## config.mk

```make
export PLATFORM = sky130hd
export DESIGN_NAME = instqueue_flat
export DESIGN_NICKNAME = d
export VERILOG_FILES = /design/src/rtl/instqueue_if.sv /design/src/rtl/instqueue.sv /design/src/flat_wrapper.sv
export SDC_FILE = /design/constraint.sdc
export NUM_CORES = 1
export LEC_CHECK = 0
export CAP_MARGIN = 15
export CORE_MARGIN = 8
export CORE_UTILIZATION = 50
export DETAILED_ROUTE_END_ITERATION = 6
export HOLD_SLACK_MARGIN = 0.15
export PLACE_DENSITY = 0.64
export SLEW_MARGIN = 20
export SYNTH_ARGS = -nofsm -noshare
export SYNTH_HDL_FRONTEND = slang
export SYNTH_SLANG_ARGS = --single-unit
```

## constraint.sdc

```tcl
create_clock -name clk_in -period 21.1 [get_ports clk_in]
set_input_delay 4.22 -clock clk_in [delete_from_list [all_inputs] [get_ports clk_in]]
set_output_delay 4.22 -clock clk_in [all_outputs]
set_load 0.01 [all_outputs]
```

## src/rtl/instqueue_if.sv

```systemverilog
// Fetch-side and decoder-side handshake bundle for the instruction queue.
interface instqueue_if #(
  parameter int IDWidth      = 32,
  parameter int AddressWidth = 32
);
  logic                    if_instqueue_en_in;
  logic [IDWidth-1:0]      if_instqueue_inst_in;
  logic [AddressWidth-1:0] if_instqueue_pc_in;
  logic                    instqueue_if_full_out;
  logic                    dispatcher_instqueue_rdy_in;
  logic                    instqueue_decoder_en_out;
  logic [IDWidth-1:0]      instqueue_decoder_inst_out;
  logic [AddressWidth-1:0] instqueue_decoder_pc_out;
  logic                    decoder_instqueue_rst_in;
  logic                    rob_instqueue_rst_in;

  modport master (
    output if_instqueue_en_in, if_instqueue_inst_in, if_instqueue_pc_in,
    output dispatcher_instqueue_rdy_in, decoder_instqueue_rst_in, rob_instqueue_rst_in,
    input  instqueue_if_full_out, instqueue_decoder_en_out,
    input  instqueue_decoder_inst_out, instqueue_decoder_pc_out
  );

  modport slave (
    input  if_instqueue_en_in, if_instqueue_inst_in, if_instqueue_pc_in,
    input  dispatcher_instqueue_rdy_in, decoder_instqueue_rst_in, rob_instqueue_rst_in,
    output instqueue_if_full_out, instqueue_decoder_en_out,
    output instqueue_decoder_inst_out, instqueue_decoder_pc_out
  );
endinterface

```

## src/rtl/instqueue.sv

```systemverilog
// Circular instruction/PC FIFO between fetch and decode, flushed on redirect.
// Define INSTQUEUE_BYPASS_EN to forward a push straight to the decoder when empty.
module instqueue #(
  parameter int QUEUE_SIZE_LOG = 4,
  parameter int IDWidth        = 32,
  parameter int AddressWidth   = 32
) (
  input  logic        clk_in,
  input  logic        rst_in,
  input  logic        rdy_in,
  instqueue_if.slave  bus
);
  localparam int DEPTH = 1 << QUEUE_SIZE_LOG;
  localparam logic [QUEUE_SIZE_LOG:0] FULL_CNT = {1'b1, {QUEUE_SIZE_LOG{1'b0}}};

  logic [IDWidth-1:0]        inst_mem [DEPTH];
  logic [AddressWidth-1:0]   pc_mem   [DEPTH];
  logic [QUEUE_SIZE_LOG-1:0] head;
  logic [QUEUE_SIZE_LOG-1:0] tail;
  logic [QUEUE_SIZE_LOG:0]   count;
  logic                      en_q;
  logic [IDWidth-1:0]        inst_q;
  logic [AddressWidth-1:0]   pc_q;

  logic flush;
  logic full;
  logic do_pop;
  logic do_push;
  logic bypass;

  always_comb begin
    flush  = bus.decoder_instqueue_rst_in | bus.rob_instqueue_rst_in;
    full   = (count == FULL_CNT);
    do_pop = (count != '0) && bus.dispatcher_instqueue_rdy_in;
`ifdef INSTQUEUE_BYPASS_EN
    bypass = (count == '0) && bus.if_instqueue_en_in && bus.dispatcher_instqueue_rdy_in;
`else
    bypass = 1'b0;
`endif
    // A bypassed instruction never lands in the array.
    do_push = bus.if_instqueue_en_in && !full && !bypass;
  end

  always_ff @(posedge clk_in) begin
    if (rst_in) begin
      head   <= '0;
      tail   <= '0;
      count  <= '0;
      en_q   <= 1'b0;
      inst_q <= '0;
      pc_q   <= '0;
    end else if (!rdy_in) begin
      en_q <= 1'b0;
    end else if (flush) begin
      head  <= '0;
      tail  <= '0;
      count <= '0;
      en_q  <= 1'b0;
    end else begin
      en_q <= do_pop | bypass;
      if (do_pop) begin
        inst_q <= inst_mem[head];
        pc_q   <= pc_mem[head];
        head   <= head + 1'b1;
      end else if (bypass) begin
        inst_q <= bus.if_instqueue_inst_in;
        pc_q   <= bus.if_instqueue_pc_in;
      end
      if (do_push) begin
        tail <= tail + 1'b1;
      end
      case ({do_push, do_pop})
        2'b10:   count <= count + 1'b1;
        2'b01:   count <= count - 1'b1;
        default: ;
      endcase
    end
  end

  always_ff @(posedge clk_in) begin
    if (!rst_in && rdy_in && !flush && do_push) begin
      inst_mem[tail] <= bus.if_instqueue_inst_in;
      pc_mem[tail]   <= bus.if_instqueue_pc_in;
    end
  end

  assign bus.instqueue_if_full_out      = full;
  assign bus.instqueue_decoder_en_out   = en_q;
  assign bus.instqueue_decoder_inst_out = inst_q;
  assign bus.instqueue_decoder_pc_out   = pc_q;
endmodule

```

## src/flat_wrapper.sv

```systemverilog
// flat-port wrapper written by rule: the top's interface ports become plain ports
module instqueue_flat 
#(
  parameter int QUEUE_SIZE_LOG = 4,
  parameter int IDWidth        = 32,
  parameter int AddressWidth   = 32
)
  (clk_in, rst_in, rdy_in, bus_if_instqueue_en_in, bus_if_instqueue_inst_in, bus_if_instqueue_pc_in, bus_dispatcher_instqueue_rdy_in, bus_decoder_instqueue_rst_in, bus_rob_instqueue_rst_in, bus_instqueue_if_full_out, bus_instqueue_decoder_en_out, bus_instqueue_decoder_inst_out, bus_instqueue_decoder_pc_out);
  instqueue_if #(.IDWidth(IDWidth), .AddressWidth(AddressWidth)) bus_i ();
  input  logic clk_in;
  input  logic rst_in;
  input  logic rdy_in;
  input wire logic [$bits(bus_i.if_instqueue_en_in)-1:0] bus_if_instqueue_en_in;
  input wire logic [$bits(bus_i.if_instqueue_inst_in)-1:0] bus_if_instqueue_inst_in;
  input wire logic [$bits(bus_i.if_instqueue_pc_in)-1:0] bus_if_instqueue_pc_in;
  input wire logic [$bits(bus_i.dispatcher_instqueue_rdy_in)-1:0] bus_dispatcher_instqueue_rdy_in;
  input wire logic [$bits(bus_i.decoder_instqueue_rst_in)-1:0] bus_decoder_instqueue_rst_in;
  input wire logic [$bits(bus_i.rob_instqueue_rst_in)-1:0] bus_rob_instqueue_rst_in;
  output wire logic [$bits(bus_i.instqueue_if_full_out)-1:0] bus_instqueue_if_full_out;
  output wire logic [$bits(bus_i.instqueue_decoder_en_out)-1:0] bus_instqueue_decoder_en_out;
  output wire logic [$bits(bus_i.instqueue_decoder_inst_out)-1:0] bus_instqueue_decoder_inst_out;
  output wire logic [$bits(bus_i.instqueue_decoder_pc_out)-1:0] bus_instqueue_decoder_pc_out;
  assign bus_i.if_instqueue_en_in = bus_if_instqueue_en_in;
  assign bus_i.if_instqueue_inst_in = bus_if_instqueue_inst_in;
  assign bus_i.if_instqueue_pc_in = bus_if_instqueue_pc_in;
  assign bus_i.dispatcher_instqueue_rdy_in = bus_dispatcher_instqueue_rdy_in;
  assign bus_i.decoder_instqueue_rst_in = bus_decoder_instqueue_rst_in;
  assign bus_i.rob_instqueue_rst_in = bus_rob_instqueue_rst_in;
  assign bus_instqueue_if_full_out = bus_i.instqueue_if_full_out;
  assign bus_instqueue_decoder_en_out = bus_i.instqueue_decoder_en_out;
  assign bus_instqueue_decoder_inst_out = bus_i.instqueue_decoder_inst_out;
  assign bus_instqueue_decoder_pc_out = bus_i.instqueue_decoder_pc_out;
  instqueue #(.QUEUE_SIZE_LOG(QUEUE_SIZE_LOG), .IDWidth(IDWidth), .AddressWidth(AddressWidth)) u_core (.clk_in(clk_in), .rst_in(rst_in), .rdy_in(rdy_in), .bus(bus_i));
endmodule
```

# == Word-level counts from Yosys, hierarchy flattened ==
# Memories as Yosys holds them, arrays and structs flattened. A register that Yosys moved wholly into a read port is not among the register bits.
# Cells that the tools add are included.
# classes
n_eq_ne,3
reduce_logical,17
bitwise_logic,3
n_mux,8
shifts,0
div_mod_pow,0
order_cmp,0
mul,0
n_addsub,4
# ops
op,count
$mux W4,4
$pmux W5 S2,1
$add A4 B1 Y4 const B,2
$reduce_and A2 Y1,3
$add A5 B1 Y5 const B,1
$eq A5 B5 Y1 const B,1
$logic_and A1 B1 Y1,5
$mux W5,1
$reduce_bool A5 Y1,1
$sub A5 B1 Y5 const B,1
$reduce_bool A2 Y1,2
$logic_not A1 Y1,3
$reduce_and A3 Y1,1
$reduce_bool A3 Y1,1
$reduce_or A3 Y1,1
$eq A2 B1 Y1 const B,1
$eq A2 B2 Y1 const B,1
$mux W1,2
$not A1 Y1,2
$or A1 B1 Y1,1
# word_totals
latch_bits,0
out_inout_bits,66
romBits,0
memories,2
inputBits,71
mem_bits_rw,1024
ff_bits,14
# memory_table
name,words,width,read_ports,rd_clocked_by_memory_dff,wr,line,text
u_core.inst_mem,16,32,1,1,1,instqueue.sv:16,logic [IDWidth-1:0] inst_mem [DEPTH];
u_core.pc_mem,16,32,1,1,1,instqueue.sv:17,logic [AddressWidth-1:0] pc_mem [DEPTH];

# == Logic depth before layout (Yosys ltp) ==
# Gate-level depths: netlist (run 1).
# logic_depth
depth_word,6
ltp_mapped,13
ltp_nobuf,10

# == Worst setup path after synthesis (run 1) ==
# Ideal clock, no wire load.
# synth_path
path_type,input-to-reg
startpoint,in rst_in
endpoint,"mem u_core.inst_mem[3][0], enable pin"
required_ps,20535
setup_slack_ps,10773
setup_time_ps,565
arrival_time_ps,9762
stages,5
path_buffers,1
cell_sequence,buf_2 nor4b_1 o211a_1 nand2_1 nor3_1
# synth_via
elab_chain_cells,6
# synth_rtl
item,line,text
from (decl),flat_wrapper.sv:11,input logic rst_in;
$logic_not A1 Y1,instqueue.sv:81,if (!rst_in && rdy_in && !flush && do_push) begin
$logic_and A1 B1 Y1 (3 in series),instqueue.sv:81,
$mux W1,instqueue.sv:81,
$mux W1 (implied by the code),instqueue.sv:82,inst_mem[tail] <= bus.if_instqueue_inst_in;
to (decl),instqueue.sv:16,
# No other way between the ends.

# == Final worst setup path (run 1) ==
# layout_path
startpoint,in rst_in
endpoint,"mem u_core.inst_mem[8][28], enable pin"
# The elaborated chain is that of the path after synthesis.

==> results of run 1 <==
-- layout make-up --
cell class | count | area [um2] | area share
sequential | 1102 | 32300 | 0.672
multi-input combinational | 691 | 8990 | 0.187
clock buffer | 147 | 3060 | 0.0637
timing repair buffer | 168 | 1700 | 0.0353
tap | 1080 | 1350 | 0.0281
clock inverter | 59 | 594 | 0.0124
inverter | 9 | 36.3 | 0.000755
antenna | 2 | 5.00 | 0.000104
-- registers in the layout, indices dropped and copies added, names as in the netlist --
signal,cells
u_core.tail,4
u_core.bus.instqueue_decoder_pc_out,32
u_core.pc_mem,512
u_core.bus.instqueue_decoder_inst_out,32
u_core.bus.instqueue_decoder_en_out,1
u_core.count,5
u_core.inst_mem,512
u_core.head,4
-- cell families (layout without fill, tap and decap cells) --
group	after synthesis	count (layout)	synth area share
adders and majority gates	8	8	0.00240
and+or+nand+nor	198	198	0.0204
buffers and inverters	111	383	0.0131
muxes	384	384	0.169
AOI/OAI and AO/OA	98	98	0.0203
other	0	2	0
xor gates and xnor gates	3	3	0.000630
DFF	1102	1102	0.774
-- power breakdown --
group | switching, mW | internal [mW]
combinational | 0.0399 | 0.0159
sequential | 0.000831 | 2.39
clock | 0.798 | 1.14
-- synth_stat cells (2+ instances only) --
cell,n
a211o_1,64
a21boi_0,2
a21oi_1,5
a311o_1,2
a31oi_1,3
a32oi_1,2
and3b_1,2
buf_2,37
buf_6,2
buf_8,6
clkbuf_1,56
dfxtp_1,78
edfxtp_1,1024
ha_1,8
inv_1,8
mux2i_1,128
mux4_2,256
nand2_1,12
nand2b_1,5
nand3_1,6
nand4_1,3
nor2_1,147
nor3_1,8
nor4b_1,2
o211ai_1,5
o21ai_0,4
o32ai_1,2
or4_1,4
xor2_1,3
-- how the worst min path moves through the flow --
stage	from	end	cells past startpoint
after floorplan	u_core.head[3]	u_core.head[3]	2
after global placement	u_core.bus.instqueue_decoder_pc_out[0]	u_core.bus.instqueue_decoder_pc_out[0]	1
after detailed placement	u_core.bus.instqueue_decoder_inst_out[5]	u_core.bus.instqueue_decoder_inst_out[5]	1
after CTS	u_core.bus.instqueue_decoder_inst_out[21]	u_core.bus.instqueue_decoder_inst_out[21]	1
after global routing	u_core.bus.instqueue_decoder_pc_out[0]	u_core.bus.instqueue_decoder_pc_out[0]	1
final	u_core.bus.instqueue_decoder_inst_out[5]	u_core.bus.instqueue_decoder_inst_out[5]	1
-- placed cells by master (no fill, tap or decap), types with 4 or more instances in the layout --
master / count
edfxtp_1: 1024
mux4_2: 256
clkdlybuf4s50_1: 136
nor2_1: 135
mux2i_1: 128
clkbuf_16: 111
dfxtp_1: 75
a211o_1: 64
clkinv_2: 29
buf_4: 24
clkbuf_1: 21
clkbuf_8: 15
nand2_1: 12
nor2_4: 12
bufinv_16: 10
inv_1: 8
ha_1: 8
clkinv_1: 7
nand3_1: 6
nand2b_1: 5
o211ai_1: 5
a21oi_1: 5
clkinvlp_4: 5
nor3_2: 4
nor3_1: 4
o21ai_0: 4
or4_1: 4
clkinv_4: 4
-- layer usage --
layer  global-route usage  up-vias  wire (um)
li1                     -     8290          -
met1                0.251    10200      37100
met2                0.317      534      44500
met3               0.0313      132       4230
met4               0.0516        2       2140
met5                    0        -         13
-- worst max-delay path, stage by stage --
cell and delay [ns]:
clkdlybuf4s50_1 0.76, nor4b_1 1.05, o211a_1 0.47, nand2_1 0.30, nor2_4 0.71, buf_4 0.79
==> run_results.csv, run 1 <==
group,metric,value,unit
global_route,grt_usage,0.187,
sta,fin_setup_tns,0,ns
clock_tree,clock_sinks,1102,
route,via_per_inst,5.88,
route,vias,19200,
power,power.total,4.38,mW
route,drt_iter0_drc,1422,
global_route,grt_max_degree,163,
power,power_density,91.2,nW/um2
clock_tree,clkTransAtPathRegs,0.06,ns
sta,final.setup_skew,0.0228,ns
power,p_leak,15.0,nW
placed_design,routabilityCongestion,0.778,
placed_design,place_inst,3049,
layout,final_net_count,2159,
sta,tightest_slew,1.19,ns
synth,synth_top_cell_by_area,"edfxtp_1",
power,vdd_drop_max,0.0670,mV
sta,finalCritPeriodShare,0.384,
synth,netlist_top_cells_area,"edfxtp_1 74%, mux4_2 14%, dfxtp_1 3.7%, mux2i_1 3.1%, a211o_1 1.3%",
global_route,antenna_found_initial,4,
layout,final_area,48100,um2
layout,fin_cells,3258,
die,core-area,83200,um2
synth,synth_edf_count,1024,
run,cap_violations,0,
outcome,outcome,"completed",
sta,fmax,124,MHz
setup_path,worstPathRequired,21.37,ns
placed_design,post-place-ws,12.37,ns
sta,postLayoutSetupSlackWorst,13.00,ns
sta,rsz0062_at_grt,"false",
synth,synth-main-ff-cell,"edfxtp_1",
route,first_pass_iters,5,
sta,slew_headroom,0.207,
layout,fillers,6024,
synth,syn_area,41700,um2
setup_path,crit_path_max_fanout,44,
clock_tree,postCtsHoldBufs,0,
clock_tree,clock_path_buffers,3,
clock_tree,cts_root_buf,"clkbuf_16",
clock_tree,post_cts_buffers,0,
global_route,grt_pass1_vias,20700,
die,die_y,305,um
setup_path,criticalPathCategory,"input pin to flip-flop",
placed_design,hpwl,46100,um
global_route,grt_pass1_wl,131000,um
die,die_w,305,um
clock_tree,cts_resized,0,
min_path,hold_class,"flip-flop to flip-flop",
die,initial_core_util,0.502,
die,rows,106,
route,route.antenna.remaining_nets,0,
synth,synth_top_area_frac,0.737,
route,wl,88000,um
route,drc,0,
global_route,overflow,0,
setup_path,reg2reg_depth,8,
synth,syn_area_per_cell,21.9,um2
clock_tree,cts_buffers,108,
synth,syn_inst,1904,
layout,fin_util,0.578,
sta,min_period,8.10,ns
sta,slew_violations,0,
setup_path,endpoint,"u_core.inst_mem[8][28]",
clock_tree,htree_levels,3,
placed_design,place_area,44400,um2
synth,yosys_warnings,0,
die,die-area,93000,um2
synth,synth-seq-area-share,0.774,
setup_path,start_kind,"input pin",
placed_design,io_buffers,136,
setup_path,r2r_start,"u_core.head[1]",
synth,syn-num-nets,1983,
synth,ys_types,49,
sta,finalHoldWorstSlack,0.463,ns
sta,setup_viol,0,
clock_tree,worstSkewPairLatency,0.66,ns
synth,ys_ff_latch,1102,
setup_path,cp.arrival,8.37,ns
die,ioPinCount,137,
sta,hold_viol_final,0,
layout,area_delta_synth_final,15.2,%
clock_tree,cts_tree,"done",
layout,drive_above_1_share,0.227,
setup_path,crit_path_end_kind,"flip-flop",
setup_path,crit_path_start,"rst_in",
synth,synth-async-reset-ratio,0,
setup_path,r2r_end,"u_core.bus.instqueue_decoder_inst_out[19]",
setup_path,rrSetupSlack,15.94,ns
route,wl_per_cell,27.0,um
Note: power is estimated with default switching activity, not from simulation.
==> run 2: changes to the inputs <==
==> constraint.sdc (replaced) <==
create_clock -name clk_in -period 7.9 [get_ports clk_in]
set_input_delay 1.58 -clock clk_in [delete_from_list [all_inputs] [get_ports clk_in]]
set_output_delay 1.58 -clock clk_in [all_outputs]
set_load 0.01 [all_outputs]
==> run_results.csv, run 2 (synthesis gave the netlist of run 1 again) <==
group,metric,value,unit
outcome,outcome,"completed",
clock_tree,clkTransAtPathRegs,0.06,ns
global_route,grt_usage,0.184,
power,p_leak,14.9,nW
sta,fmax,214,MHz
setup_path,start_kind,"input pin",
power,vdd_drop_max,0.192,mV
global_route,grtUsageMet1,0.251,
min_path,hold_class,"flip-flop to flip-flop",
route,first_pass_iters,5,
route,via_per_inst,5.87,
sta,fin_setup_tns,0,ns
route,route.antenna.remaining_nets,0,
clock_tree,cts_buffers,108,
setup_path,cp_num_buf_inv,2,
setup_path,criticalPathCategory,"input pin to flip-flop",
setup_path,crit_path_max_fanout,27,
global_route,overflow,0,
layout,area_delta_synth_final,15.0,%
sta,slew_violations,0,
clock_tree,htree_levels,3,
clock_tree,clock_sinks,1102,
layout,top_regs,"u_core.inst_mem: 512 flops, u_core.pc_mem: 512 flops",
sta,rsz0062_at_grt,"false",
sta,slew_headroom,0.241,
die,die_y,305,um
global_route,met3_usage,0.0318,
die,die_w,305,um
die,core-area,83200,um2
clock_tree,post_cts_buffers,0,
layout,final_common_cell,"edfxtp_1",
clock_tree,cts_tree,"done",
global_route,grt_max_degree,155,
clock_tree,cts_root_buf,"clkbuf_16",
die,initial_core_util,0.502,
sta,min_period,4.67,ns
sta,finalHoldWorstSlack,0.461,ns
power,power_density,242,nW/um2
layout,final_net_count,2165,
sta,postLayoutSetupSlackWorst,3.23,ns
clock_tree,postCtsHoldBufs,0,
die,rows,106,
route,drc,0,
layout,fillers,6013,
route,wl,86700,um
setup_path,cp.arrival,4.99,ns
clock_tree,worstSkewPairLatency,0.67,ns
setup_path,crit_path_end_kind,"flip-flop",
die,die-area,93000,um2
placed_design,routabilityCongestion,0.763,
layout,final_area,48000,um2
placed_design,place_area,44400,um2
die,ioPinCount,137,
sta,tightest_slew,1.14,ns
route,drt_iter0_drc,1470,
clock_tree,clock_path_buffers,3,
placed_design,io_buffers,136,
sta,finalCritPeriodShare,0.591,
clock_tree,cts_resized,0,
layout,final_cell_mix,"1024 x edfxtp_1, 256 x mux4_2, 136 x clkdlybuf4s50_1",
setup_path,crit_family,"simple AND/OR/NAND/NOR gates",
sta,final.setup_skew,0.0311,ns
global_route,use_met2,0.312,
placed_design,hpwl,46100,um
setup_path,worstPathRequired,8.22,ns
setup_path,cpPeakStageDelay,0.85,ns
setup_path,slowest_stage,"nor2_4",
sta,hold_viol_final,0,
global_route,grt_pass1_wl,130000,um
global_route,grt_pass1_vias,20400,
setup_path,cp_cell_sequence,"clkdlybuf4s50_1, nor4b_2, o211a_1, nand2_1, nor2_4, buf_4",
layout,drive_above_1_share,0.222,
route,vias,19200,
sta,setup_viol,0,
route,wl_per_cell,26.6,um
global_route,grt-busiest-layer,"met2",
global_route,antenna_found_initial,1,
run,cap_violations,0,
placed_design,post-place-ws,2.15,ns
==> run 2: cell count changes in the layout (fill, tap and decap cells not counted), sizes merged <==
cell,delta
diode,-1
bufinv,-2
inv,+3
clkinv,-4
buf,+6
==> run 2: stage by stage <==
stage	utilization	power, mW	cells
floorplan	-	6.53	1904
global placement	0.534	6.64	3056
detailed placement	0.534	6.65	3056
CTS	0.577	11.7	3259
global route	0.577	11.9	3259
finish	0.577	11.6	3260
==> run 2: worst reg2reg max path, stage by stage (launching register included) <==
cell and delay (ns):
dfxtp_4 0.82, buf_12 0.77, mux4_2 0.61, mux2i_1 0.36, nor2_1 0.10, a211o_1 0.29
==> run 2: area by class of cell <==
class                           instances  area, um2  area share
Sequential cell                      1102      32300       0.673
Multi-Input combinational cell        691       9000       0.188
Clock buffer                          147       3010      0.0627
Timing Repair Buffer                  174       1720      0.0359
Tap cell                             1080       1350      0.0282
Clock inverter                         56        548      0.0114
Inverter                                9       36.3    0.000756
Antenna cell                            1       2.50   0.0000521
==> run 2: final timing paths <==
| kind | from | to | slack, ns | depth (start not counted) |
|---|---|---|---|---|
| min reg2reg | u_core.bus.instqueue_decoder_inst_out[1] | u_core.bus.instqueue_decoder_inst_out[1] | 0.46 | 1 |
| max reg2reg | u_core.head[2] | u_core.bus.instqueue_decoder_pc_out[29] | 4.86 | 5 |
| max | rst_in | u_core.inst_mem[12][22] | 3.23 | 6 |
| min | u_core.bus.instqueue_decoder_inst_out[1] | u_core.bus.instqueue_decoder_inst_out[1] | 0.46 | 1 |
==> run 2: per-layer routing <==
layer  routed length, um  vias up
met1               37000    10200
met4                1680        0
li1                    -     8291
met3                4390      124
met5                   0        -
met2               43600      515
==> run 2: where the power goes <==
group	switching, mW	internal (mW)
combinational	0.110	0.0420
sequential	0.00217	6.38
clock	2.13	2.94
